File: src/rtl/counter_snapshot_pkg.sv
// Shared types and constants for the counter snapshot buffer.
package counter_snapshot_pkg;

  localparam int CNT_W         = 8;
  localparam int DEPTH_DEFAULT = 4;

  typedef struct packed {
    logic [CNT_W-1:0] wrap;
    logic [CNT_W-1:0] value;
  } snap_t;

endpackage

File: src/rtl/snap_fifo.sv
// Small synchronous FIFO for snapshot entries: storage, pointers, occupancy and full/empty.
// When empty, rdata keeps presenting the last entry that was popped (zero after reset).
module snap_fifo
  import counter_snapshot_pkg::*;
#(
  parameter int  DEPTH  = DEPTH_DEFAULT,
  parameter type data_t = snap_t,
  localparam int PTR_W  = $clog2(DEPTH),
  localparam int LVL_W  = $clog2(DEPTH) + 1
) (
  input  logic             clock,
  input  logic             reset_n,
  input  logic             push,
  input  logic             pop,
  input  data_t            wdata,
  output data_t            rdata,
  output logic [LVL_W-1:0] level,
  output logic             full,
  output logic             empty
);

  data_t            mem_q [DEPTH];
  logic [PTR_W-1:0] wr_ptr_q, wr_ptr_d;
  logic [PTR_W-1:0] rd_ptr_q, rd_ptr_d;
  logic [LVL_W-1:0] level_q, level_d;
  data_t            hold_q, hold_d;
  logic             push_acc, pop_acc;

  // NOTE: every signal gets a default at the top of always_comb so no path can infer a latch.
  always_comb begin
    full     = (level_q == LVL_W'(DEPTH));
    empty    = (level_q == '0);
    push_acc = push && !full;
    pop_acc  = pop && !empty;
    wr_ptr_d = wr_ptr_q;
    rd_ptr_d = rd_ptr_q;
    hold_d   = hold_q;
    if (push_acc) begin
      wr_ptr_d = wr_ptr_q + PTR_W'(1);
    end
    if (pop_acc) begin
      rd_ptr_d = rd_ptr_q + PTR_W'(1);
      hold_d   = mem_q[rd_ptr_q];
    end
    level_d = level_q + LVL_W'(push_acc) - LVL_W'(pop_acc);
  end

  // NOTE: state flops use non-blocking assignments so every flop samples pre-edge values.
  always_ff @(posedge clock or negedge reset_n) begin
    if (!reset_n) begin
      wr_ptr_q <= '0;
      rd_ptr_q <= '0;
      level_q  <= '0;
      hold_q   <= '0;
    end else begin
      wr_ptr_q <= wr_ptr_d;
      rd_ptr_q <= rd_ptr_d;
      level_q  <= level_d;
      hold_q   <= hold_d;
    end
  end

  // NOTE: storage is deliberately not reset; entries are only read while level says they are valid.
  always_ff @(posedge clock) begin
    if (push_acc) begin
      mem_q[wr_ptr_q] <= wdata;
    end
  end

  assign rdata = empty ? hold_q : mem_q[rd_ptr_q];
  assign level = level_q;

endmodule

File: src/rtl/counter_snapshot_buffer.sv
// Tracks wraps of an upstream counter and queues {wrap_count, counter} snapshots for a reader.
// Optional macro COUNTER_SNAPSHOT_AUTO_WRAP_EN: every detected wrap also enqueues a snapshot.
module counter_snapshot_buffer
  import counter_snapshot_pkg::*;
#(
  parameter int DEPTH = DEPTH_DEFAULT
) (
  input  logic                   clock,
  input  logic                   reset_n,
  input  logic [CNT_W-1:0]       cnt_in,
  input  logic                   snap_req,
  input  logic                   clear_drop,
  output logic                   out_valid,
  input  logic                   out_ready,
  output logic [2*CNT_W-1:0]     out_data,
  output logic [CNT_W-1:0]       wrap_count,
  output logic [$clog2(DEPTH):0] level,
  output logic                   dropped
);

  logic [CNT_W-1:0] cnt_prev_q, cnt_prev_d;
  logic [CNT_W-1:0] wrap_count_q, wrap_count_d;
  logic             dropped_q, dropped_d;
  logic             wrap, push, pop, full, empty;
  snap_t            entry, head;

  always_comb begin
    wrap         = (cnt_in < cnt_prev_q);
    wrap_count_d = wrap_count_q + CNT_W'(wrap);
    cnt_prev_d   = cnt_in;
`ifdef COUNTER_SNAPSHOT_AUTO_WRAP_EN
    push = snap_req || wrap;
`else
    push = snap_req;
`endif
    entry       = '{wrap: wrap_count_d, value: cnt_in};
    pop         = !empty && out_ready;
    // A rejected push outranks a clear in the same cycle.
    dropped_d   = dropped_q;
    if (clear_drop) begin
      dropped_d = 1'b0;
    end
    if (push && full) begin
      dropped_d = 1'b1;
    end
  end

  always_ff @(posedge clock or negedge reset_n) begin
    if (!reset_n) begin
      cnt_prev_q   <= '0;
      wrap_count_q <= '0;
      dropped_q    <= 1'b0;
    end else begin
      cnt_prev_q   <= cnt_prev_d;
      wrap_count_q <= wrap_count_d;
      dropped_q    <= dropped_d;
    end
  end

  snap_fifo #(
    .DEPTH  (DEPTH),
    .data_t (snap_t)
  ) u_fifo (
    .clock   (clock),
    .reset_n (reset_n),
    .push    (push),
    .pop     (pop),
    .wdata   (entry),
    .rdata   (head),
    .level   (level),
    .full    (full),
    .empty   (empty)
  );

  assign out_valid  = !empty;
  assign out_data   = head;
  assign wrap_count = wrap_count_q;
  assign dropped    = dropped_q;

endmodule
File: config.mk
export PLATFORM = sky130hd
export DESIGN_NAME = counter_snapshot_buffer
export DESIGN_NICKNAME = d
export VERILOG_FILES = /design/src/rtl/counter_snapshot_pkg.sv /design/src/rtl/snap_fifo.sv /design/src/rtl/counter_snapshot_buffer.sv
export SDC_FILE = /design/constraint.sdc
export NUM_CORES = 1
export LEC_CHECK = 0
export BUFFER_PORTS_ARGS = -buffer_cell sky130_fd_sc_hd__buf_2
export CAP_MARGIN = 30
export CORE_MARGIN = 3
export CORE_UTILIZATION = 35
export DETAILED_ROUTE_END_ITERATION = 16
export PLACE_DENSITY = 0.49
export SLEW_MARGIN = 10
export SYNTH_ARGS = -nofsm -noshare
export SYNTH_HDL_FRONTEND = slang
export SYNTH_HIERARCHICAL = 1
export SYNTH_SLANG_ARGS = --single-unit
export TNS_END_PERCENT = 10
File: constraint.sdc
create_clock -name clock -period 6.5 [get_ports clock]
set_clock_uncertainty 0.2 [all_clocks]
set_input_delay 0.65 -clock clock [delete_from_list [all_inputs] [get_ports clock]]
set_output_delay 0.65 -clock clock [all_outputs]
set_load 0.05 [all_outputs]
==> results_dict.tcl, run 1 <==
set metrics [dict create \
    max-cap-violations 0 \
    groute.usage.overall 0.1311 \
    critPathArrivalTime_ns 2.30 \
    cp-endpoint "out_data[6]" \
    slowest_stage "mux4_1" \
    start_util 0.3665 \
    synth_cells 233 \
    rows 39 \
    tns_ns 0 \
    stdcell_count 435 \
    wirelength_mm 8.086 \
    final_common_cell "edfxtp_1" \
    setup_viol 0 \
    final_hold_viol_count 0 \
    final_cell_mix "edfxtp_1 (64), buf_2 (41), dfrtp_1 (40), mux2_2 (33)" \
    layout-drive-gt1-share 0.3562 \
    tightest_slew_ns 0.8664 \
    reg2reg_setup_slack_ns 3.79 \
    rsz0062_at_grt "false" \
    numCtsBuffers 9 \
    r2r_cells 10 \
    htree_levels 3 \
    wire_per_inst_um 18.59 \
    antenna_cells 0 \
    clk_pin_slew_ns 0.06 \
    core_area_um2 11710 \
    dp_cells 417 \
    dpl.hpwl_mm 5.321 \
    grt_pass1_wl_mm 12.76 \
    crit_path_end_kind "primary output" \
    avgViaCountPerCell 4.834 \
    crit_path_max_fanout 15 \
    antenna_found_initial 0 \
    dr_total_vias 2103 \
    synth_nets 262 \
    yosys.area.top_type "edfxtp_1" \
    slew_violations 0 \
    period_share 0.4853 \
    clock_latency_ns 0.34 \
    gr-total-overflow 0 \
    clock_sinks 104 \
    synth_top_area_share 0.4478 \
    final_nets 316 \
    syn_avg_cell_area_um2 18.42 \
    cp-start-kind "flip-flop" \
    cp_slowest_stage_delay_ns 0.65 \
    max_freq_mhz 317.0 \
    dieArea_um2 13630 \
    cts_root_buf "clkbuf_16" \
    gp_congestion 0.6613 \
    whs_path_depth 1 \
    period_needed_ns 3.155 \
    die_h_um 116.7 \
    cp-startpoint "u_fifo/rd_ptr_q[0]" \
    synth_top_cells_by_area "edfxtp_1 (45%), dfrtp_1 (23%), mux2_2 (8.7%)" \
    synth.lib_cells_used.distinct 30 \
    cts_resized 0 \
    min_from "cnt_in[3]" \
    hold_class "in -> reg" \
    ant_nets 0 \
    cp.required_ns 5.65 \
    cts_tree "done" \
    status "finished, final reports clean" \
    path_cells "buf_4 > mux4_1 > mux2_2 > buf_2" \
    area_growth_pct 16.47 \
    dieWidth_um 116.7 \
    critPathKind "reg -> out" \
    pin_count 42 \
    grt_start_max_net_pins 32 \
    grt_pass1_vias 2230 \
    seq_area_frac_synth 0.6810 \
    yosysWarnings 6 \
    first_pass_iters 4 \
    netlist_area_um2 4292 \
    slew_headroom 0.4224 \
    r2r-start "cnt_prev_q[2]" \
    drt_iter0_drc 108 \
    r2r_end "u_fifo/mem_q[0][14]" \
    port-buffer-count 41 \
    drc_errors 0 \
    clk_path_buf_depth 2 \
    ys_ff_latch 104 \
]
registers in the layout, summed over array words and instances, names as in the netlist:
name             flops
cnt_prev_q           8
u_fifo/hold_q       16
u_fifo/rd_ptr_q      2
wrap_count           8
u_fifo/level         3
u_fifo/mem_q        64
dropped              1
u_fifo/wr_ptr_q      2
synth_stat cells:
master    instances
a211oi_1          1
a21oi_1           2
a41oi_1           1
and2_1            4
and3_4            1
buf_12            1
buf_2             2
buf_4             2
buf_6             1
clkbuf_1          1
dfrtp_1          40
edfxtp_1         64
fa_1              1
ha_1             15
inv_1            15
mux2_2           33
mux4_1            8
mux4_2            8
nand2_1           6
nand3_1           2
nand3_2           1
nor2_1            3
nor2b_1           3
nor3_2            2
nor3b_1           1
o21ai_0           2
o21ai_1           1
o31a_1            1
xnor2_1           6
xor2_1            5
routing by layer:
layer  track usage  share of wire  up-vias
li1              -              -      982
met1        0.1715           0.46     1068
met2        0.2116           0.48       42
met3       0.03679          0.047       11
met4       0.04358          0.015        0
met5             0              0        -
through the flow:
step | cell area [um^2] | setup slack [ns] | hold WS (ns) | utilization
global route | 4999 | 3.209 | 0.2758 | 0.4268
floorplan | 4292 | 3.232 | 0.1544 | -
finish | 4999 | 3.345 | 0.2797 | 0.4268
detailed placement | 4716 | 3.271 | 0.2900 | 0.4027
global placement | 4638 | 3.341 | 0.2835 | 0.3960
CTS | 4987 | 3.266 | 0.2668 | 0.4259
final cells by class:
| cell class | count | area [um^2] |
|---|---|---|
| timing repair buffer | 50 | 326.6 |
| fill | 1077 | 6713 |
| multi-input combinational | 107 | 1252 |
| clock inverter | 1 | 3.754 |
| sequential | 104 | 2923 |
| tap | 143 | 178.9 |
| inverter | 15 | 56.30 |
| clock buffer | 15 | 257.7 |
worst min-delay path by stage:
stage	to	slack (ns)
2_1_floorplan	cnt_prev_q[0]	0.15
3_3_place_gp	u_fifo/hold_q[0]	0.28
3_5_place_dp	u_fifo/hold_q[0]	0.29
4_1_cts	cnt_prev_q[3]	0.27
5_1_grt	cnt_prev_q[3]	0.28
6_report	cnt_prev_q[3]	0.28
worst max-delay path, delay by kind of cell, from the launching register on:
kind / cells / cell delay, ns
buf+inv: 2 / 0.56
flops: 1 / 0.46
mux: 2 / 0.94
logic make-up (layout without fill, tap and decap cells):
logic type | after synthesis | count (layout) | synth area share
DFF | 104 | 104 | 0.6810
buffers and inverters | 22 | 81 | 0.02711
AOI/OAI and AO/OA | 8 | 8 | 0.01166
adders and majority gates | 16 | 16 | 0.04840
xor gates and xnor gates | 11 | 11 | 0.02245
and+or+nand+nor | 23 | 23 | 0.03178
muxes | 49 | 49 | 0.1776
timing repair:
action                    in CTS  in global routing
hold endpoints to repair       9                  0
buffers inserted               0                  0
hold buffers                   1                  0
Power of run 1 is not shown: default switching activity piles up to over one toggle a cycle in this logic, so the estimate is an artifact.
==> run 2, diff against run 1 <==
--- a/config.mk
+++ b/config.mk
@@ -10,7 +10,7 @@
 export CORE_MARGIN = 3
 export CORE_UTILIZATION = 35
 export DETAILED_ROUTE_END_ITERATION = 16
-export PLACE_DENSITY = 0.49
+export PLACE_DENSITY = 0.51
 export SLEW_MARGIN = 10
 export SYNTH_ARGS = -nofsm -noshare
 export SYNTH_HDL_FRONTEND = slang
==> constraint.sdc (replaced) <==
create_clock -name clock -period 2.8 [get_ports clock]
set_clock_uncertainty 0.2 [all_clocks]
set_input_delay 0.28 -clock clock [delete_from_list [all_inputs] [get_ports clock]]
set_output_delay 0.28 -clock clock [all_outputs]
set_load 0.05 [all_outputs]
==> run 2 against run 1 <==
- global-route usage is 0.090 points lower
- worst setup slack got worse by 3.2 ns
- non-clock buffer count up 14
- final cell count rose by 3.2%
- sequential share of layout area decreased by 1.7 points
- critical path depth up 7
- hold slack got worse by 0.26 ns
- via count up 0.52%
- die area did not move
- first-iteration DRC count down 35%
- register-to-register slack lost 3.6 ns
- largest cell class unchanged
==> results_dict.tcl, run 2 (synthesis results as in run 1) <==
set metrics [dict create \
    htree_levels 3 \
    clk_pin_slew_ns 0.07 \
    gr-total-overflow 0 \
    hold_class "in -> reg" \
    area_growth_pct 20.15 \
    final_hold_viol_count 0 \
    period_share 0.9430 \
    drc_errors 0 \
    cts_setup_buffers 0 \
    cts_tree "done" \
    status "finished, final reports clean" \
    gp_congestion 0.6974 \
    wire_per_inst_um 17.85 \
    numCtsBuffers 9 \
    pin_count 42 \
    dieArea_um2 13630 \
    clk_path_buf_depth 2 \
    dpl_cell_area_um2 4731 \
    final_common_cell "edfxtp_1" \
    avgViaCountPerCell 4.708 \
    rows 39 \
    rsz0062_at_grt "false" \
    max-cap-violations 0 \
    largest_reg_flops 64 \
    port-buffer-count 41 \
    cts_root_buf "clkbuf_16" \
    first_pass_iters 4 \
    crit_path_end_kind "flip-flop" \
    reg_top3 "u_fifo/mem_q x64, u_fifo/hold_q x16" \
    postLayoutCellArea_um2 5156 \
    cp_top_family "adder cells" \
    antenna_found_initial 0 \
    grt_start_max_net_pins 19 \
    groute.usage.overall 0.1302 \
    grt_pass1_vias 2230 \
    start_util 0.3665 \
    tightest_slew_ns 0.4096 \
    cp_slowest_stage_delay_ns 0.52 \
    critPathKind "in -> reg" \
    regMostFlops "u_fifo/mem_q" \
    critPathArrivalTime_ns 2.51 \
    final_nets 330 \
    die_h_um 116.7 \
    layout-drive-gt1-share 0.3922 \
    cp-start-kind "input port" \
    dr_total_vias 2114 \
    grt_pass1_wl_mm 12.79 \
    dpl.hpwl_mm 5.100 \
    cp_num_buf_inv 2 \
    dieWidth_um 116.7 \
    period_needed_ns 2.640 \
    reg2reg_setup_slack_ns 0.22 \
    antenna_cells 0 \
    fin_util 0.4403 \
    setup_viol 0 \
    cp.required_ns 2.67 \
    core_area_um2 11710 \
    ant_nets 0 \
    slew_headroom 0.7260 \
    final_cell_mix "edfxtp_1 (64), buf_2 (41), dfrtp_1 (37), mux2_2 (33), inv_1 (15)" \
    clock_sinks 104 \
    drt_iter0_drc 70 \
    crit_path_max_fanout 6 \
    clock_latency_ns 0.34 \
    wirelength_mm 8.015 \
    slowest_stage "dlygate4sd3_1" \
    slew_violations 0 \
    max_freq_mhz 378.7 \
    path_cells "dlygate4sd3_1 > buf_2 > ha_1 > nand2_1 > o21ai_0 > a41oi_1 > ha_2 > ha_4 > and3_4 > nand3_2 > xnor2_2" \
]
[run 2: cell types whose count changed in the layout (fill, tap and decap cells not counted), sizes merged]
cell	before	now
clkbuf	15	12
buf	49	53
inv	15	16
clkinvlp	0	1
dlygate4sd3	1	11
clkinv	1	2
[run 2: worst paths after layout]
kind / depth (start not counted) / from / to
worst min-delay path: 1 / cnt_in[5] / u_fifo/mem_q[0][5]
max in group asynchronous: 3 / reset_n / u_fifo/level[2]
worst min register to register: 1 / u_fifo/hold_q[2] / u_fifo/hold_q[2]
min in group asynchronous: 2 / reset_n / cnt_prev_q[1]
worst max register to register: 10 / cnt_prev_q[2] / u_fifo/mem_q[0][14]
worst max-delay path: 11 / cnt_in[6] / u_fifo/mem_q[0][14]
[run 2: area by class of cell]
| type | count | area, um^2 |
|---|---|---|
| inverters | 15 | 56.30 |
| multi-input cells | 107 | 1291 |
| fillers | 1044 | 6555 |
| well taps | 143 | 178.9 |
| clock inverters | 4 | 28.78 |
| clock buffers | 12 | 256.5 |
| repair buffers | 64 | 417.9 |
| flip-flops and latches | 104 | 2927 |
[run 2: per-stage QoR]
stage	setup TNS, ns	setup slack, ns	hold slack [ns]	cells
2_1_floorplan	-0.09781	-0.09781	-0.2156	233
3_3_place_gp	0	0.06177	0.001771	422
3_5_place_dp	0	0.01614	0.0006716	422
4_1_cts	0	0.07956	0.01151	449
5_1_grt	0	0.006644	0.01077	449
6_report	0	0.1595	0.02187	449
[run 2: metal layers]
layer / routed length (um) / global-route usage
met4: 85 / 0.03899
met3: 305 / 0.03523
met2: 3930 / 0.2074
met5: 0 / 0
met1: 3693 / 0.1756
[run 2: repair_timing]
item	in CTS	in global routing
hold endpoints to repair	57	0
setup endpoints to repair	0	9
hold buffers	11	0
resized for setup	0	5
Power of run 2 is left out for the same reason.
==> run 3, diff against run 2 <==
--- a/config.mk
+++ b/config.mk
@@ -5,10 +5,13 @@
 export SDC_FILE = /design/constraint.sdc
 export NUM_CORES = 1
 export LEC_CHECK = 0
+export ABC_CLOCK_PERIOD_IN_PS = 2800
 export BUFFER_PORTS_ARGS = -buffer_cell sky130_fd_sc_hd__buf_2
 export CAP_MARGIN = 30
 export CORE_MARGIN = 3
 export CORE_UTILIZATION = 35
+export CTS_BUF_LIST = sky130_fd_sc_hd__clkbuf_8
+export CTS_CLUSTER_DIAMETER = 60
 export DETAILED_ROUTE_END_ITERATION = 16
 export PLACE_DENSITY = 0.51
 export SLEW_MARGIN = 10
==> run 3 against run 2 <==
- critical path depth unchanged
- final cell count unchanged
- worst setup slack got worse by 0.026 ns
- fmax decreased by 0.98%
- register-to-register slack got worse by 0.04 ns
- via count increased by 0.14%
- non-clock buffer count unchanged
- critical path type unchanged
- largest cell class unchanged
==> results_dict.tcl, run 3 (synthesis results as in run 1) <==
set metrics [dict create \
    antenna_cells 0 \
    reg_top3 "u_fifo/mem_q x64, u_fifo/hold_q x16" \
    dieArea_um2 13630 \
    grt_start_max_net_pins 19 \
    tightest_slew_ns 0.4004 \
    crit_path_end_kind "flip-flop" \
    dr_total_vias 2117 \
    rsz0062_at_grt "false" \
    register_area_um2 2927 \
    gp_congestion 0.6974 \
    critPathArrivalTime_ns 2.57 \
    cts_tree "done" \
    ant_nets 0 \
    regMostFlops "u_fifo/mem_q" \
    grt_pass1_vias 2224 \
    period_share 0.9524 \
    final_cell_mix "edfxtp_1 (64), buf_2 (40), dfrtp_1 (37), mux2_2 (33), inv_1 (16)" \
    clk_path_buf_depth 2 \
    pin_count 42 \
    fill_cells 1057 \
    core_area_um2 11710 \
    area_growth_pct 18.28 \
    grt_pass1_wl_mm 12.71 \
    wirelength_mm 7.992 \
    groute.usage.overall 0.1296 \
    clk_pin_slew_ns 0.10 \
    antenna_found_initial 0 \
    gr-total-overflow 0 \
    cp-start-kind "input port" \
    dpl.hpwl_mm 5.100 \
    final_hold_viol_count 0 \
    dieWidth_um 116.7 \
    rows 39 \
    max_freq_mhz 375.0 \
    numCtsBuffers 9 \
    clock_latency_ns 0.36 \
    port-buffer-count 41 \
    final_common_cell "edfxtp_1" \
    setup_viol 0 \
    avgViaCountPerCell 4.715 \
    die_h_um 116.7 \
    largest_reg_flops 64 \
    cts_root_buf "clkbuf_8" \
    first_pass_iters 4 \
    slew_violations 0 \
    wire_per_inst_um 17.80 \
    clock_sinks 104 \
    slew_headroom 0.7331 \
    critPathKind "in -> reg" \
    hold_class "in -> async" \
    tns_ns 0 \
    layout-drive-gt1-share 0.4020 \
    htree_levels 3 \
    drc_errors 0 \
    status "finished, final reports clean" \
    fin_ws_ns 0.1334 \
    drt_iter0_drc 59 \
    max-cap-violations 0 \
    multiInputGateArea_um2 1310 \
    crit_path_max_fanout 6 \
    cp.required_ns 2.70 \
    period_needed_ns 2.667 \
    cts_setup_buffers 0 \
    start_util 0.3665 \
    final_nets 330 \
    dp_slack_ns 0.01614 \
]
-- run 3: changes by cell type in the layout (fill, tap and decap cells not counted) --
cell / before / now
clkbuf_16: 9 / 0
clkbuf_8: 2 / 11
ha_1: 13 / 11
a21oi_1: 2 / 1
a21oi_2: 0 / 1
buf_2: 41 / 40
buf_4: 11 / 12
clkbuf_1: 1 / 0
ha_2: 1 / 2
ha_4: 1 / 2
inv_1: 15 / 16
-- run 3: final timing paths --
check                                        from                  end  slack (ns)  depth (start not counted)
min in group clock                       snap_req   u_fifo/wr_ptr_q[0]        0.23                          4
worst max register to register      cnt_prev_q[2]  u_fifo/mem_q[0][14]        0.18                         10
worst min-delay path                      reset_n        cnt_prev_q[1]        0.13                          2
max in group asynchronous                 reset_n      u_fifo/level[2]        1.68                          3
worst max-delay path                    cnt_in[5]  u_fifo/mem_q[0][14]        0.13                         11
worst min register to register  u_fifo/hold_q[13]    u_fifo/hold_q[13]        0.31                          1
-- run 3: layout make-up --
type	instances	area share
tap	143	0.03525
clock inverter	5	0.006409
timing repair buffer	64	0.08282
sequential	104	0.5765
multi-input combinational	107	0.2581
inverter	15	0.01109
clock buffer	11	0.02982
-- run 3: through the flow --
step	area, um^2	utilization	hold WS, ns	std cells
finish	5076	0.4334	0.1298	449
global route	5076	0.4334	0.1452	449
CTS	5025	0.4291	0.1159	449
detailed placement	4731	0.4040	0.0006716	422
global placement	4731	0.4040	0.001771	422
floorplan	4318	-	-0.2156	233
-- run 3: layer usage --
metal  routed length (um)  share of wire  vias to the layer above  global-route usage
met5                    0              0                        -                   0
met4                  102          0.013                        0             0.04358
met3                  278          0.035                        9             0.03523
met2                 3922           0.49                       36              0.2055
met1                 3690           0.46                     1061              0.1735
li1                     -              -                     1011                   -
-- run 3: repair_timing --
item | CTS | global route
endpoints found under the hold margin | 81 | 0
resized for setup | 0 | 8
hold buffers | 11 | 0
setup endpoints to repair | 0 | 18
-- run 3: critical path, stage by stage --
cell and delay [ns]:
dlygate4sd3_1 0.54, buf_2 0.18, ha_4 0.25, a21oi_1 0.12, o21ai_0 0.08, a41oi_1 0.23, ha_2 0.24, ha_2 0.18
and3_4 0.20, nand3_2 0.09, xnor2_2 0.18
Power of run 3 is left out for the same reason.
